--- src/rtl/dma_pkg.sv ---
// rtl/dma_pkg.sv - shared defaults and frame-length constants for the DMA stream path
package dma_pkg;

    localparam int DMA_DW         = 32;
    localparam int DMA_FIFO_DEPTH = 8;
    localparam int DMA_LENW       = 6;

    // Frame lengths the sequencer programs into frame_len_i
    localparam int FIR_TAPS = 11;
    localparam int FIR_DATA = 64;
    localparam int MM_LEN   = 32;

endpackage

--- src/rtl/dma_stream_fifo.sv ---
// rtl/dma_stream_fifo.sv - elastic stream buffer between DMA and accelerator with frame tlast generation
module dma_stream_fifo
    import dma_pkg::*;
#(
    parameter int DW    = DMA_DW,
    parameter int DEPTH = DMA_FIFO_DEPTH,
    parameter int LENW  = DMA_LENW
) (
    input  logic                     wb_clk_i,
    input  logic                     wb_rst_n_i,
    input  logic                     flush_i,
    input  logic [LENW-1:0]          frame_len_i,
    input  logic [DW-1:0]            s_tdata,
    input  logic                     s_tvalid,
    output logic                     s_tready,
    output logic [DW-1:0]            m_tdata,
    output logic                     m_tvalid,
    input  logic                     m_tready,
    output logic                     m_tlast,
    output logic [$clog2(DEPTH):0]   level_o,
    output logic                     frame_done_o
);

    localparam int AW = $clog2(DEPTH);
    localparam logic [LENW-1:0] LEN_ONE = LENW'(1);

    logic [DW-1:0]   mem [DEPTH];
    logic [AW:0]     wr_ptr;
    logic [AW:0]     rd_ptr;
    logic [LENW-1:0] beat_cnt;
    logic            empty;
    logic            full;
    logic            push;
    logic            pop;
    logic            last_beat;

    // Extra wrap bit on the pointers distinguishes full from empty
    assign empty = (wr_ptr == rd_ptr);
    assign full  = (wr_ptr[AW-1:0] == rd_ptr[AW-1:0]) && (wr_ptr[AW] != rd_ptr[AW]);

    // Ready never looks at m_tready, so a full buffer cannot accept on the pop cycle
    assign s_tready = wb_rst_n_i && !full && !flush_i;
    assign m_tvalid = !empty;
    assign m_tdata  = mem[rd_ptr[AW-1:0]];
    assign level_o  = wr_ptr - rd_ptr;

    assign push = s_tvalid && s_tready;
    assign pop  = m_tvalid && m_tready && !flush_i;

    assign last_beat = (frame_len_i != '0) && (beat_cnt == frame_len_i - LEN_ONE);
    assign m_tlast   = m_tvalid && last_beat;

    always_ff @(posedge wb_clk_i) begin
        if (push) begin
            mem[wr_ptr[AW-1:0]] <= s_tdata;
        end
    end

    always_ff @(posedge wb_clk_i or negedge wb_rst_n_i) begin
        if (!wb_rst_n_i) begin
            wr_ptr <= '0;
            rd_ptr <= '0;
        end else if (flush_i) begin
            wr_ptr <= '0;
            rd_ptr <= '0;
        end else begin
            if (push) begin
                wr_ptr <= wr_ptr + 1'b1;
            end
            if (pop) begin
                rd_ptr <= rd_ptr + 1'b1;
            end
        end
    end

    // A length of zero parks the counter so tlast never fires
    always_ff @(posedge wb_clk_i or negedge wb_rst_n_i) begin
        if (!wb_rst_n_i) begin
            beat_cnt     <= '0;
            frame_done_o <= 1'b0;
        end else if (flush_i) begin
            beat_cnt     <= '0;
            frame_done_o <= 1'b0;
        end else begin
            frame_done_o <= pop && m_tlast;
            if (frame_len_i == '0) begin
                beat_cnt <= '0;
            end else if (pop) begin
                beat_cnt <= m_tlast ? '0 : beat_cnt + LEN_ONE;
            end
        end
    end

endmodule

--- config.mk ---
export PLATFORM = sky130hd
export DESIGN_NAME = dma_stream_fifo
export DESIGN_NICKNAME = d
export VERILOG_FILES = /design/src/rtl/dma_pkg.sv /design/src/rtl/dma_stream_fifo.sv
export SDC_FILE = /design/constraint.sdc
export NUM_CORES = 1
export LEC_CHECK = 0
export BUFFER_PORTS_ARGS = -buffer_cell sky130_fd_sc_hd__buf_2
export CAP_MARGIN = 15
export CORE_MARGIN = 4
export CORE_UTILIZATION = 45
export CTS_BUF_LIST = sky130_fd_sc_hd__clkbuf_8
export CTS_CLUSTER_DIAMETER = 50
export DETAILED_ROUTE_END_ITERATION = 6
export PLACE_DENSITY = 0.72
export SYNTH_ARGS = -nofsm -noshare
export SYNTH_HDL_FRONTEND = slang
export SYNTH_SLANG_ARGS = --single-unit
--- constraint.sdc ---
create_clock -name wb_clk_i -period 5.2 [get_ports wb_clk_i]
set_clock_uncertainty 0.05 [all_clocks]
set_input_delay 0.52 -clock wb_clk_i [delete_from_list [all_inputs] [get_ports wb_clk_i]]
set_output_delay 0.52 -clock wb_clk_i [all_outputs]
set_load 0.02 [all_outputs]
# --- Word-level counts from Yosys, hierarchy flattened ---
# Memory sizes are Yosys's and may differ from the RTL's.
# Cells that the tools add are included.
word_totals:
  word_cells: 42
  ff_bits: 15
  ram_bits: 256
  input_bits: 43
  output_inout_bits: 40
  memories: 1
memory_table:
  columns: ["memory", "depth", "word_bits", "read_ports", "rd_ports_with_merged_regs", "wr", "line", "text"]
  rows:
  - ["mem", 8, 32, 1, 0, 1, "dma_stream_fifo.sv:27", "logic [DW-1:0] mem [DEPTH];"]
classes:
  muxes: 11
  n_reduce_logical: 17
  addsub: 5
  eq_ne: 4
ops:
  columns: ["operator", "count"]
  rows:
  - ["$mux 6", 4]
  - ["$mux 4", 4]
  - ["$logic_and 1x1->1", 9]
  - ["$add 4x1->4 const B", 2]
  - ["$add 6x1->6 const B", 1]
  - ["$eq 6x6->1", 1]
  - ["$logic_not 6->1", 1]
  - ["$reduce_bool 6->1", 1]
  - ["$sub 6x1->6 const B", 1]
  - ["$eq 4x4->1", 1]
  - ["$reduce_bool 2->1", 2]
  - ["$sub 4x4->4", 1]
  - ["$eq 3x3->1", 1]
  - ["$logic_not 1->1", 3]
  - ["$mux 1", 3]
  - ["$reduce_bool 3->1", 1]
  - ["$ne 1x1->1", 1]

# --- Depth between registers and ports, before layout ---
logic_depth:
  ltp_word: 8
  depth_mapped: 10
  ltp_nobuf: 7

# --- Worst setup path before layout ---
# No wires, ideal clock.
synth_timing:
  kind: "flip-flop to flip-flop"
  startpoint: "register rd_ptr[1]"
  endpoint: "memory mem[0][0] (netlist bit) (enable)"
  path_buffers: 2
  stages_incl_launch_ff: 9
  slack_ns: 0.166
  required_time_ns: 4.689
  t_arrival_ns: 4.523
  period_less_slack_ns: 5.034
  setup_ns: 0.461
  path_cell_list: "dfrtp_1 > buf_2 > buf_1 > inv_1 > ha_1 > and3_1 > a21oi_1 > nand3_1 > nor3_1"
synth_between:
  elab_chain_cells: 8
synth_lines:
  columns: ["item", "line", "text"]
  rows:
  - ["start, declared", "dma_stream_fifo.sv:29", "logic [AW:0] rd_ptr;"]
  - ["start signal, assigned", "dma_stream_fifo.sv:71", "rd_ptr <= rd_ptr + 1'b1;"]
  - ["$eq 3x3->1", "dma_stream_fifo.sv:39", "assign full = (wr_ptr[AW-1:0] == rd_ptr[AW-1:0]) && (wr_ptr[AW] != rd_ptr[AW]);"]
  - ["$logic_and 1x1->1", "dma_stream_fifo.sv:39", null]
  - ["$logic_not 1->1", "dma_stream_fifo.sv:42", "assign s_tready = wb_rst_n_i && !full && !flush_i;"]
  - ["$logic_and 1x1->1 (2 in a row)", "dma_stream_fifo.sv:42", null]
  - ["net s_tready", "dma_stream_fifo.sv:15", "output logic s_tready,"]
  - ["$logic_and 1x1->1", "dma_stream_fifo.sv:47", "assign push = s_tvalid && s_tready;"]
  - ["$mux 1", "dma_stream_fifo.sv:54", "if (push) begin"]
  - ["$mux 1 (implied by the code)", "dma_stream_fifo.sv:55", "mem[wr_ptr[AW-1:0]] <= s_tdata;"]
  - ["end, declared", "dma_stream_fifo.sv:27", null]
# The timed path passes the listed nets, and every way through them passes these cells.

# --- Final worst setup path ---
layout_timing:
  startpoint: "register rd_ptr[2]"
  endpoint: "memory mem[6][3] (netlist bit) (enable)"
layout_between:
  elab_chain_cells: 8
layout_lines:
  columns: ["item", "line"]
  rows:
  - ["$eq 3x3->1", "dma_stream_fifo.sv:39"]
  - ["$logic_and 1x1->1", "dma_stream_fifo.sv:39"]
  - ["$logic_not 1->1", "dma_stream_fifo.sv:42"]
  - ["$logic_and 1x1->1 (2 in a row)", "dma_stream_fifo.sv:42"]
  - ["$logic_and 1x1->1", "dma_stream_fifo.sv:47"]
  - ["$mux 1", "dma_stream_fifo.sv:54"]
  - ["$mux 1 (implied by the code)", "dma_stream_fifo.sv:55"]
# No other way between the ends.

==> metrics.md <==
| Metric | Value |
|---|---|
| Post-DRT Antenna Nets | `0` |
| Initial antenna violation count | `2` |
| Launch point of the worst reg-to-reg path | `rd_ptr[2]$_DFFE_PN0P_` |
| Register bit count reported by yosys | `about 270` |
| Synth unique cells | `40` |
| Start point of the worst min-delay path | `s_tdata[9]` |
| Final-report max-slew violation count | `0` |
| Length of the first detailed-routing pass in iterations | `5` |
| Run status | `complete, no violations` |
| Count of buffer and inverter cells on the critical path | `3` |
| Worst hold slack | `between 200 and 250 ps` |
| Area of placed instances | `approximately 12000 um2` |
| Unrepaired setup endpoints after global routing | `false` |
| Sink count of the clock tree | `around 270` |
| Fraction of synthesized area in multiplexers | `0.1353` |
| Fraction of registers with async set/reset | `0.05535` |
| Level count of the clock H-tree | `2` |
| Area growth from synthesis to layout | `15.00%` |
| Worst min-delay path class | `in2reg` |
| Synth warn | `0` |
| Arrival time at the worst endpoint | `roughly 3800 ps` |
| Category of the worst setup path capture point | `flop` |
| Number of top-level design ports | `83` |
| Post-synthesis share of cell area spent on and, or, nand and nor gates | `0.05932` |
| Std cell rows | `between 50 and 60` |
| Post CTS Setup Buffer Count | `0` |
| Crit path max-delay cell type | `sky130_fd_sc_hd__nor2_4` |
| Number of enable flip-flop cells after synthesis | `256` |
| Post-detailed-route DRC marker count | `0` |
| Primary flip-flop cell chosen by synthesis mapping | `sky130_fd_sc_hd__edfxtp_1` |
| Detail-routed via count per cell | `5.219` |
| DRC marker count from the first detailed-route iteration | `377` |
| Fraction of synthesized cell area in xor and xnor cells | `0.01387` |
| Post-layout nets | `736` |
| Num CTS Buffers | `43` |
| Area of all placed cells without fillers | `12350 um2` |
| Final core utilization | `0.5260` |
| Top Usage Layer GRT | `met2` |
| GPL Wtd Cong | `a little under 0.8` |
| CP top delay family | `simple AND/OR/NAND/NOR gates` |
| Half-perimeter wire length after placement | `roughly 12000 um` |
| Most used standard cell by instance count after synthesis | `sky130_fd_sc_hd__edfxtp_1` |
| Horizontal die dimension | `162.5 um` |
| Shortest clock period the worst path allows after layout | `approximately 3600 ps` |
| Main combinational cell family by area after synthesis | `multiplexers` |
| Die Y-Extent | `around 160 um` |
| Max VDD drop | `roughly 270 uV` |
| Total routing resource utilization after global routing | `0.1646` |
| Maximum clock insertion buffer count | `3` |
| Drt total wl | `roughly 21000 um` |
| Initial Utilization | `0.4574` |
| Share of the synthesized area in compound gates (AO/OA/AOI/OAI) | `0.01480` |
| Top cell type's share of synthesized area | `0.7161` |
| Buffer cell driving the clock tree root | `sky130_fd_sc_hd__clkbuf_8` |
| Headroom to the max-slew limit | `0.3288` |
| Layout Cells excl Fill | `just over 1000` |
| Global-route wire length before repair | `roughly 33000 um` |
| Crit path required time | `~5400 ps` |
| Top achievable clock speed | `275.9 MHz` |
| Clock-pin slew of the registers on the worst-case setup and hold paths | `around 60 ps` |
| Final-layout setup total negative slack | `0 ps` |
| Number of instances resized during post-cts repair | `0` |
| Cell taking the most area after synthesis | `sky130_fd_sc_hd__edfxtp_1` |
| Seq/Total Area, Yosys | `0.7510` |
| Type of the worst setup path | `reg2reg` |
| Core Footprint | `about 23000 um2` |
| CP peak stage delay | `800 ps` |
| TritonCTS clock tree | `built` |
| Kind of start point of the critical path | `flop` |
| Total power per unit cell area | `about 370 nW/um2` |
| Chain of cells forming the critical path | `buf_4, clkinv_1, ha_1, and3_1, a21oi_1, nand3_1, nor2_4, buf_4` |
| Final hold vios | `0` |
| Number of setup violations in the final report | `0` |
| Later-pin clock latency in the skew report | `between 500 and 600 ps` |
| Post-route clock period utilization | `0.6969` |
| Vias in the first global route | `between 5000 and 6000` |
| Fraction of final layout cells sized beyond drive strength 1 | `0.3160` |
| Reported leakage power | `0.004276 uW` |
| Max-cap violations | `0` |
| Largest driver fanout on the critical path | `34` |
| Syn nets | `620` |
| Post-placement cell count | `between 900 and 1000` |
| Leading cell types by count after synthesis | `256 x sky130_fd_sc_hd__edfxtp_1, 104 x sky130_fd_sc_hd__nand2_1, 64 x sky130_fd_sc_hd__mux4_2, 15 x sky130_fd_sc_hd__dfrtp_1, 15 x sky130_fd_sc_hd__nor2_1` |
| Start point of the critical path | `rd_ptr[2]$_DFFE_PN0P_` |
| FILL cells | `~1900` |
| Pin count of the biggest net entering global routing | `between 60 and 70` |
| Count of input and output buffers | `82` |
| Die area | `roughly 26000 um2` |
| Post-Synth Adder-Cell Area | `0.01119` |
| Final global-route overflow total | `0` |
| Pin slew with the least headroom to its limit | `approximately 1000 ps` |
| Cells after Synth | `between 500 and 600` |
| Most numerous cell on the critical path | `sky130_fd_sc_hd__buf_4` |
| Post-DR wirelength/cell | `between 20 and 25 um` |
| GR Layer Usage met1 | `0.2151` |
| M2 GR Usage | `0.2770` |
| Avg Synthesized Cell Area | `18.90 um2` |
| Post-synthesis cell area | `10740 um2` |
| Total number of vias | `~5400` |
| Most area-consuming cells after synthesis | `sky130_fd_sc_hd__edfxtp_1 72%, sky130_fd_sc_hd__mux4_2 13%, sky130_fd_sc_hd__nand2_1 3.6%` |
| Global-route track usage on met3 | `0.03797` |
| Number of hold buffers added after cts | `1` |
cell families after synthesis:
kind of cell    after synthesis
flops                       271
xor+xnor                     17
fa+ha+maj                     9
mux                          65
buf+inv                      35
compound gates               22
simple gates                149
worst reg2reg max path, cell delays in order (launching register included):
cell and delay [ps]:
sky130_fd_sc_hd__dfrtp_1 320, sky130_fd_sc_hd__buf_4 410, sky130_fd_sc_hd__clkinv_1 180, sky130_fd_sc_hd__ha_1 350
sky130_fd_sc_hd__and3_1 230, sky130_fd_sc_hd__a21oi_1 310, sky130_fd_sc_hd__nand3_1 370, sky130_fd_sc_hd__nor2_4 800
sky130_fd_sc_hd__buf_4 320
metrics by stage:
stage | power (uW) | setup WS, ps
3_3_place_gp | 3027 | 1662
2_1_floorplan | 2872 | 166.0
5_1_grt | 4746 | 1269
3_5_place_dp | 3037 | 1565
6_report | 4530 | 1576
4_1_cts | 4590 | 1479
placed cells by master, fill, tap and decap left out, drive strengths merged, types with 2 or more instances in the layout:
| master | synthesis | routed |
|---|---|---|
| mux4 | 64 | 64 |
| xnor2 | 9 | 9 |
| ha | 8 | 8 |
| nand3b | 2 | 2 |
| o21ai | 7 | 7 |
| nand3 | 11 | 11 |
| nor2 | 16 | 16 |
| edfxtp | 256 | 256 |
| nand4 | 2 | 2 |
| and3 | 4 | 4 |
| clkbuf | 10 | 45 |
| nor3 | 5 | 5 |
| buf | 15 | 95 |
| nand2b | 2 | 2 |
| a211oi | 4 | 4 |
| inv | 9 | 28 |
| diode | 0 | 2 |
| a21oi | 3 | 3 |
| dfrtp | 15 | 15 |
| nand2 | 104 | 104 |
| clkinv | 1 | 9 |
| xor2 | 8 | 8 |
worst paths after layout:
| check | slack [ps] | cells past startpoint | to |
|---|---|---|---|
| worst max-delay path | 1580 | 8 | mem[6][3]$_DFFE_PP_ |
| worst min-delay path | 220 | 1 | mem[0][9]$_DFFE_PP_ |
| max in group asynchronous | 4370 | 2 | rd_ptr[0]$_DFFE_PN0P_ |
| worst min register to register | 510 | 1 | beat_cnt[0]$_DFFE_PN0P_ |
| worst max register to register | 1580 | 8 | mem[6][3]$_DFFE_PP_ |
| min in group asynchronous | 410 | 2 | beat_cnt[3]$_DFFE_PN0P_ |
final cells by class:
type                            instances  area [um2]  area share
Antenna cell                            2       5.005   0.0004054
Sequential cell                       271        8068      0.6535
Multi-Input combinational cell        262        2570      0.2082
Clock buffer                           45       619.3     0.05017
Inverter                               10       37.54    0.003040
Clock inverter                         28       116.4    0.009425
Timing Repair Buffer                   96       530.5     0.04297
Tap cell                              319       399.1     0.03233
flip-flops by register name, summed over array words and instances (netlist names):
signal and flops:
frame_done_o 1, beat_cnt 6, wr_ptr 4, rd_ptr 4, mem 256
report_power, final:
group	total, uW	switching, uW	internal (uW)
Combinational	542	296	246
Clock	1550	753	795
Sequential	2440	31.6	2410
routing by layer:
layer	vias to the layer above	wire length (um)
met5	-	13
met4	2	339
met2	162	10530
met3	28	1399
met1	2737	8615
li1	2462	-
Note: power is estimated with default switching activity, not from simulation.
